$ cat src/rtl/alu_pkg.sv
// Shared definitions for the Mini SRC ALU: divider FSM states, iteration count,
// divide-by-zero quotient and HI/LO slice positions common to multiplier and divider.
package alu_pkg;

    localparam int ALU_WIDTH = 32;
    localparam int DIV_ITERS = ALU_WIDTH;

    localparam logic [ALU_WIDTH-1:0] DIV_ZERO_QUOTIENT = '1;

    // HI holds the remainder (or product upper half), LO the quotient (or lower half).
    localparam int LO_LSB = 0;
    localparam int LO_MSB = ALU_WIDTH - 1;
    localparam int HI_LSB = ALU_WIDTH;
    localparam int HI_MSB = 2 * ALU_WIDTH - 1;

    typedef enum logic [2:0] {
        IDLE,
        PREP,
        ITER,
        FIXUP,
        DONE
    } div_state_t;

endpackage

$ cat src/rtl/div_step.sv
// One restoring-division iteration: shift {rem, q} left, trial-subtract the divisor,
// keep the difference and set the quotient bit when it does not go negative.
module div_step
    import alu_pkg::*;
#(
    parameter int WIDTH = ALU_WIDTH
) (
    input  logic [WIDTH:0]   rem,
    input  logic [WIDTH-1:0] q,
    input  logic [WIDTH:0]   divisor,
    output logic [WIDTH:0]   rem_next,
    output logic [WIDTH-1:0] q_next
);

    logic [WIDTH+1:0] rem_shift;
    logic [WIDTH+1:0] trial;

    // One extra bit on the trial so an unsigned divisor near 2^WIDTH still yields a clean sign.
    always_comb begin
        rem_shift = {rem, q[WIDTH-1]};
        trial     = rem_shift - {1'b0, divisor};
        if (trial[WIDTH+1]) begin
            rem_next = rem_shift[WIDTH:0];
            q_next   = {q[WIDTH-2:0], 1'b0};
        end else begin
            rem_next = trial[WIDTH:0];
            q_next   = {q[WIDTH-2:0], 1'b1};
        end
    end

endmodule

$ cat src/rtl/booth_divider_seq.sv
// Sequential signed divider producing {remainder, quotient} for HI/LO, one bit per cycle.
// Optional macro DIVIDER_UNSIGNED_EN adds an unsigned_op input for unsigned division.
module booth_divider_seq
    import alu_pkg::*;
#(
    parameter int WIDTH = DIV_ITERS
) (
    input  logic                 clock,
    input  logic                 clear,
    input  logic                 start,
    input  logic [WIDTH-1:0]     A,
    input  logic [WIDTH-1:0]     B,
`ifdef DIVIDER_UNSIGNED_EN
    input  logic                 unsigned_op,
`endif
    output logic                 busy,
    output logic                 done,
    output logic                 div_by_zero,
    output logic [2*WIDTH-1:0]   RESULT
);

    localparam int CW = $clog2(WIDTH);
    localparam logic [CW-1:0] LAST_ITER = CW'(WIDTH - 1);

    div_state_t state_reg, state_next;

    logic [WIDTH-1:0]   a_reg, b_reg;
    logic               uns_op_reg;
    logic               sign_q_reg, sign_r_reg;
    logic               zero_div_reg;
    logic [WIDTH:0]     rem_reg;
    logic [WIDTH-1:0]   q_reg;
    logic [WIDTH:0]     divisor_reg;
    logic [CW-1:0]      count_reg;
    logic [2*WIDTH-1:0] result_reg;
    logic               div_by_zero_reg;

    logic               a_neg, b_neg;
    logic [WIDTH-1:0]   a_mag, b_mag;
    logic [WIDTH-1:0]   q_fix, rem_fix;
    logic [WIDTH:0]     step_rem;
    logic [WIDTH-1:0]   step_q;

    div_step #(.WIDTH(WIDTH)) u_step (
        .rem      (rem_reg),
        .q        (q_reg),
        .divisor  (divisor_reg),
        .rem_next (step_rem),
        .q_next   (step_q)
    );

    always_ff @(posedge clock) begin
        if (clear) begin
            state_reg <= IDLE;
        end else begin
            state_reg <= state_next;
        end
    end

    // The zero-divisor path also passes through FIXUP so RESULT is written in one place.
    always_comb begin
        state_next = state_reg;
        busy       = 1'b0;
        done       = 1'b0;
        case (state_reg)
            IDLE: begin
                if (start) begin
                    state_next = PREP;
                end
            end
            PREP: begin
                busy       = 1'b1;
                state_next = (b_reg == '0) ? FIXUP : ITER;
            end
            ITER: begin
                busy = 1'b1;
                if (count_reg == LAST_ITER) begin
                    state_next = FIXUP;
                end
            end
            FIXUP: begin
                busy       = 1'b1;
                state_next = DONE;
            end
            DONE: begin
                done       = 1'b1;
                state_next = IDLE;
            end
            default: begin
                state_next = IDLE;
            end
        endcase
    end

    always_comb begin
        a_neg   = ~uns_op_reg & a_reg[WIDTH-1];
        b_neg   = ~uns_op_reg & b_reg[WIDTH-1];
        a_mag   = a_neg ? -a_reg : a_reg;
        b_mag   = b_neg ? -b_reg : b_reg;
        q_fix   = sign_q_reg ? -q_reg : q_reg;
        rem_fix = sign_r_reg ? -rem_reg[WIDTH-1:0] : rem_reg[WIDTH-1:0];
    end

`ifdef DIVIDER_UNSIGNED_EN
    always_ff @(posedge clock) begin
        if (clear) begin
            uns_op_reg <= 1'b0;
        end else if (state_reg == IDLE && start) begin
            uns_op_reg <= unsigned_op;
        end
    end
`else
    assign uns_op_reg = 1'b0;
`endif

    always_ff @(posedge clock) begin
        if (clear) begin
            a_reg           <= '0;
            b_reg           <= '0;
            sign_q_reg      <= 1'b0;
            sign_r_reg      <= 1'b0;
            zero_div_reg    <= 1'b0;
            rem_reg         <= '0;
            q_reg           <= '0;
            divisor_reg     <= '0;
            count_reg       <= '0;
            result_reg      <= '0;
            div_by_zero_reg <= 1'b0;
        end else begin
            case (state_reg)
                IDLE: begin
                    if (start) begin
                        a_reg <= A;
                        b_reg <= B;
                    end
                end
                PREP: begin
                    sign_q_reg   <= a_neg ^ b_neg;
                    sign_r_reg   <= a_neg;
                    q_reg        <= a_mag;
                    divisor_reg  <= {1'b0, b_mag};
                    rem_reg      <= '0;
                    count_reg    <= '0;
                    zero_div_reg <= (b_reg == '0);
                end
                ITER: begin
                    rem_reg   <= step_rem;
                    q_reg     <= step_q;
                    count_reg <= count_reg + CW'(1);
                end
                FIXUP: begin
                    if (zero_div_reg) begin
                        result_reg <= {a_reg, {WIDTH{1'b1}}};
                    end else begin
                        result_reg <= {rem_fix, q_fix};
                    end
                    div_by_zero_reg <= zero_div_reg;
                end
                default: begin
                end
            endcase
        end
    end

    assign div_by_zero = div_by_zero_reg;
    assign RESULT      = result_reg;

endmodule

$ cat config.mk
export PLATFORM = sky130hd
export DESIGN_NAME = booth_divider_seq
export DESIGN_NICKNAME = d
export VERILOG_FILES = /design/src/rtl/alu_pkg.sv /design/src/rtl/div_step.sv /design/src/rtl/booth_divider_seq.sv
export SDC_FILE = /design/constraint.sdc
export NUM_CORES = 1
export LEC_CHECK = 0
export CAP_MARGIN = 10
export CORE_ASPECT_RATIO = 1.75
export CORE_MARGIN = 8
export CORE_UTILIZATION = 58
export CTS_CLUSTER_SIZE = 10
export DETAILED_ROUTE_END_ITERATION = 8
export MAX_ROUTING_LAYER = met4
export PLACE_DENSITY = 0.81
export SYNTH_ARGS = -nofsm -noshare
export SYNTH_HDL_FRONTEND = slang
export SYNTH_SLANG_ARGS = --single-unit
$ cat constraint.sdc
create_clock -name clock -period 3.8 [get_ports clock]
set_clock_uncertainty 0.2 [all_clocks]
set_input_delay 0.38 -clock clock [delete_from_list [all_inputs] [get_ports clock]]
set_output_delay 0.38 -clock clock [all_outputs]
set_load 0.02 [all_outputs]
==> metrics.cfg <==
[setup_path]
cp_data_required_time_ns=4.00
path_max_fanout=7
end_kind=flop
crit_family=compound AO/OA/AOI/OAI gates
crit_path_start=rem_reg[11]
arrival_ns=3.73
cp_slowest_stage_delay_ns=0.47
crit_slowest_cell=dfxtp_1
path_class=reg2reg
r2r-start=rem_reg[11]
crit_chain=ha_1 > a21oi_1 > o21ai_0 > a2111o_1 > a211oi_1 > nor2_1 > a221o_1 > o41ai_1 > xor2_1 > o221ai_1
start_kind=flop
crit_buf_inv=0

[detailed_routing]
routedWlPerCell_um=18.8
wl_met3_mm=1.62
ant_nets=0
top_layer=met4
wl_met1_mm=14.0
via_count=12600
first_pass_iters=5
routed_wl_mm=39.7
wl_met2_mm=21.3
drtIter0Drc=748
viasPerCell=5.97
drc=0

[layout]
syn_to_final_growth_pct=16.9
drive_gt1_share_pct=4.63
final_cell_mix=363 x nand2_1, 236 x dfxtp_1, 178 x a21oi_1
fillers=1968
multi_input_area_sq_mm=0.00784
final_common_cell=nand2_1
ff_latch_area_sq_mm=0.00475
finalNetCount=1918
final_core_util_pct=68.4
largest_reg_flops=64

[clock_network]
htree_levels=1
cts_buffers=27
cts_root_buf=clkbuf_16
cts.path.max_buffers=3
clkTransAtPathRegs_ns=0.05
cts_setup_buffers=0
cts_hold_buf=0
ctsResizeCount=0
tritoncts=done
insertion_delay_ns=0.55
cts_sinks=237

[floorplan]
die_h_um=216
start_util_pct=58.5
ios=134
row_count=73
coreArea_sq_mm=0.0226
die_x_um=130
die_area_sq_mm=0.0280

[yosys]
netlist_area_sq_mm=0.0132
synth_seq_cells=237
yosys.area.top_type=dfxtp_1
ys_async_sr_fraction_pct=0
synth_cell_type_count=69
synth_edf_count=0
synthCells=1738
synth_warnings=0
ys_seq_area_share_pct=35.9
synth_top_cells_by_area=dfxtp_1 36%, nand2_1 10%, a21oi_1 6.7%
synth_top_flop_cell=dfxtp_1
synth_nets=1844
syn_area_per_cell_sq_um=7.60
netlist.area_leader.share_pct=35.9

[timing]
fin_setup_tns_ns=0
max_freq_ghz=0.283
worst_pin_slew_ns=1.13
hold_slack_ns=0.0501
final_max_slew_viol_count=0
min_period_ns=3.53
setup_violations=0
slew_headroom_pct=24.9
hold_violations=0
rsz0062_at_grt=false
period_share_pct=92.8

[placement]
dpl.hpwl_mm=30.0
gp_congestion=1.03
port-buffer-count=133

[worst_hold_path]
hold_path_class=in2reg
min_from=clear

[global_route]
grt_max_degree=83
gr-total-overflow=0
grt_pass1_vias=12400
antenna_found_initial=1
grt_pass1_wl_mm=63.1
grt_usage_pct=28.8

[pwr]
leakagePower_uw=0.00563
vdd_ir_drop_max_mv=0.383
p_per_area_mw_per_mm2=496

[outcome]
status=finished, final reports clean

[job]
cap_violations=0

==> worst reg2reg max path: stages, from the launching register on <==
cell and delay [ns]:
dfxtp_1 0.47, ha_1 0.35, a21oi_1 0.34, o21ai_0 0.16, a2111o_1 0.43, a211oi_1 0.35
nor2_1 0.14, a221o_1 0.34, o41ai_1 0.31, xor2_1 0.18, o221ai_1 0.13
==> synthesized netlist by cell type (all sizes together) (4+ instances only) <==
library cell,number
nand2,363
dfxtp,237
a21oi,178
nor2,127
o21ai,114
clkbuf,108
xor2,88
inv,57
xnor2,57
a211oi,51
ha,38
a22oi,30
nor3,30
o31ai,28
o41ai,22
mux2i,20
or4,15
or3,14
nor4,13
nand4,11
a2bb2oi,10
nand2b,10
nand3,10
o22ai,10
a21o,8
buf,8
o21a,7
or2,6
a31oi,5
nor2b,5
and2,4
o211ai,4
==> per-layer routing <==
layer	vias up	global-route usage (%)
met5	-	-
met4	0	20.1
met3	130	3.31
met2	372	52.0
met1	5921	27.5
li1	6201	-
==> power breakdown <==
part | switching [uW] | total, uW | internal [uW]
Combinational | 1540 | 2620 | 1080
Sequential | 193 | 2820 | 2630
Clock | 957 | 2230 | 1270
Total | 2690 | 7660 | 4970
==> stage by stage <==
| stage | total power [uW] | setup slack (ns) | instances | area [sq um] |
|---|---|---|---|---|
| 3_5_place_dp | 5450 | 0.283 | 2082 | 14700 |
| 6_report | 7660 | 0.272 | 2114 | 15400 |
| 2_1_floorplan | 4720 | 0.737 | 1738 | 13200 |
| 4_1_cts | 7650 | 0.275 | 2112 | 15400 |
| 3_3_place_gp | 5410 | 0.351 | 2082 | 14700 |
| 5_1_grt | 8030 | 0.0649 | 2114 | 15400 |
==> path summary, 6_finish.rpt <==
check	end	slack [ns]	cells past startpoint
worst max register to register	rem_reg[31]	0.27	10
worst max-delay path	rem_reg[31]	0.27	10
worst min register to register	divisor_reg[18]	0.25	2
worst min-delay path	zero_div_reg	0.05	2
==> layout make-up <==
cell class              count  share of cell area [%]
multi-input cells        1328                    50.8
repair buffers            161                    10.1
well taps                 300                    2.43
flip-flops and latches    237                    30.7
inverters                  57                    1.39
diodes                      1                  0.0162
clock inverters             1                  0.0567
clock buffers              29                    4.49
==> kinds of logic after synthesis <==
kind of cell               Yosys count  synth area share (%)
AOI/OAI and AO/OA                  500                  23.6
xor gates and xnor gates           145                  9.62
adders and majority gates           39                  3.75
buffers and inverters              173                  4.95
DFF                                237                  35.9
muxes                               21                  1.60
and+or+nand+nor                    623                  20.5
No activity file was read; power rests on OpenSTA's default activity.
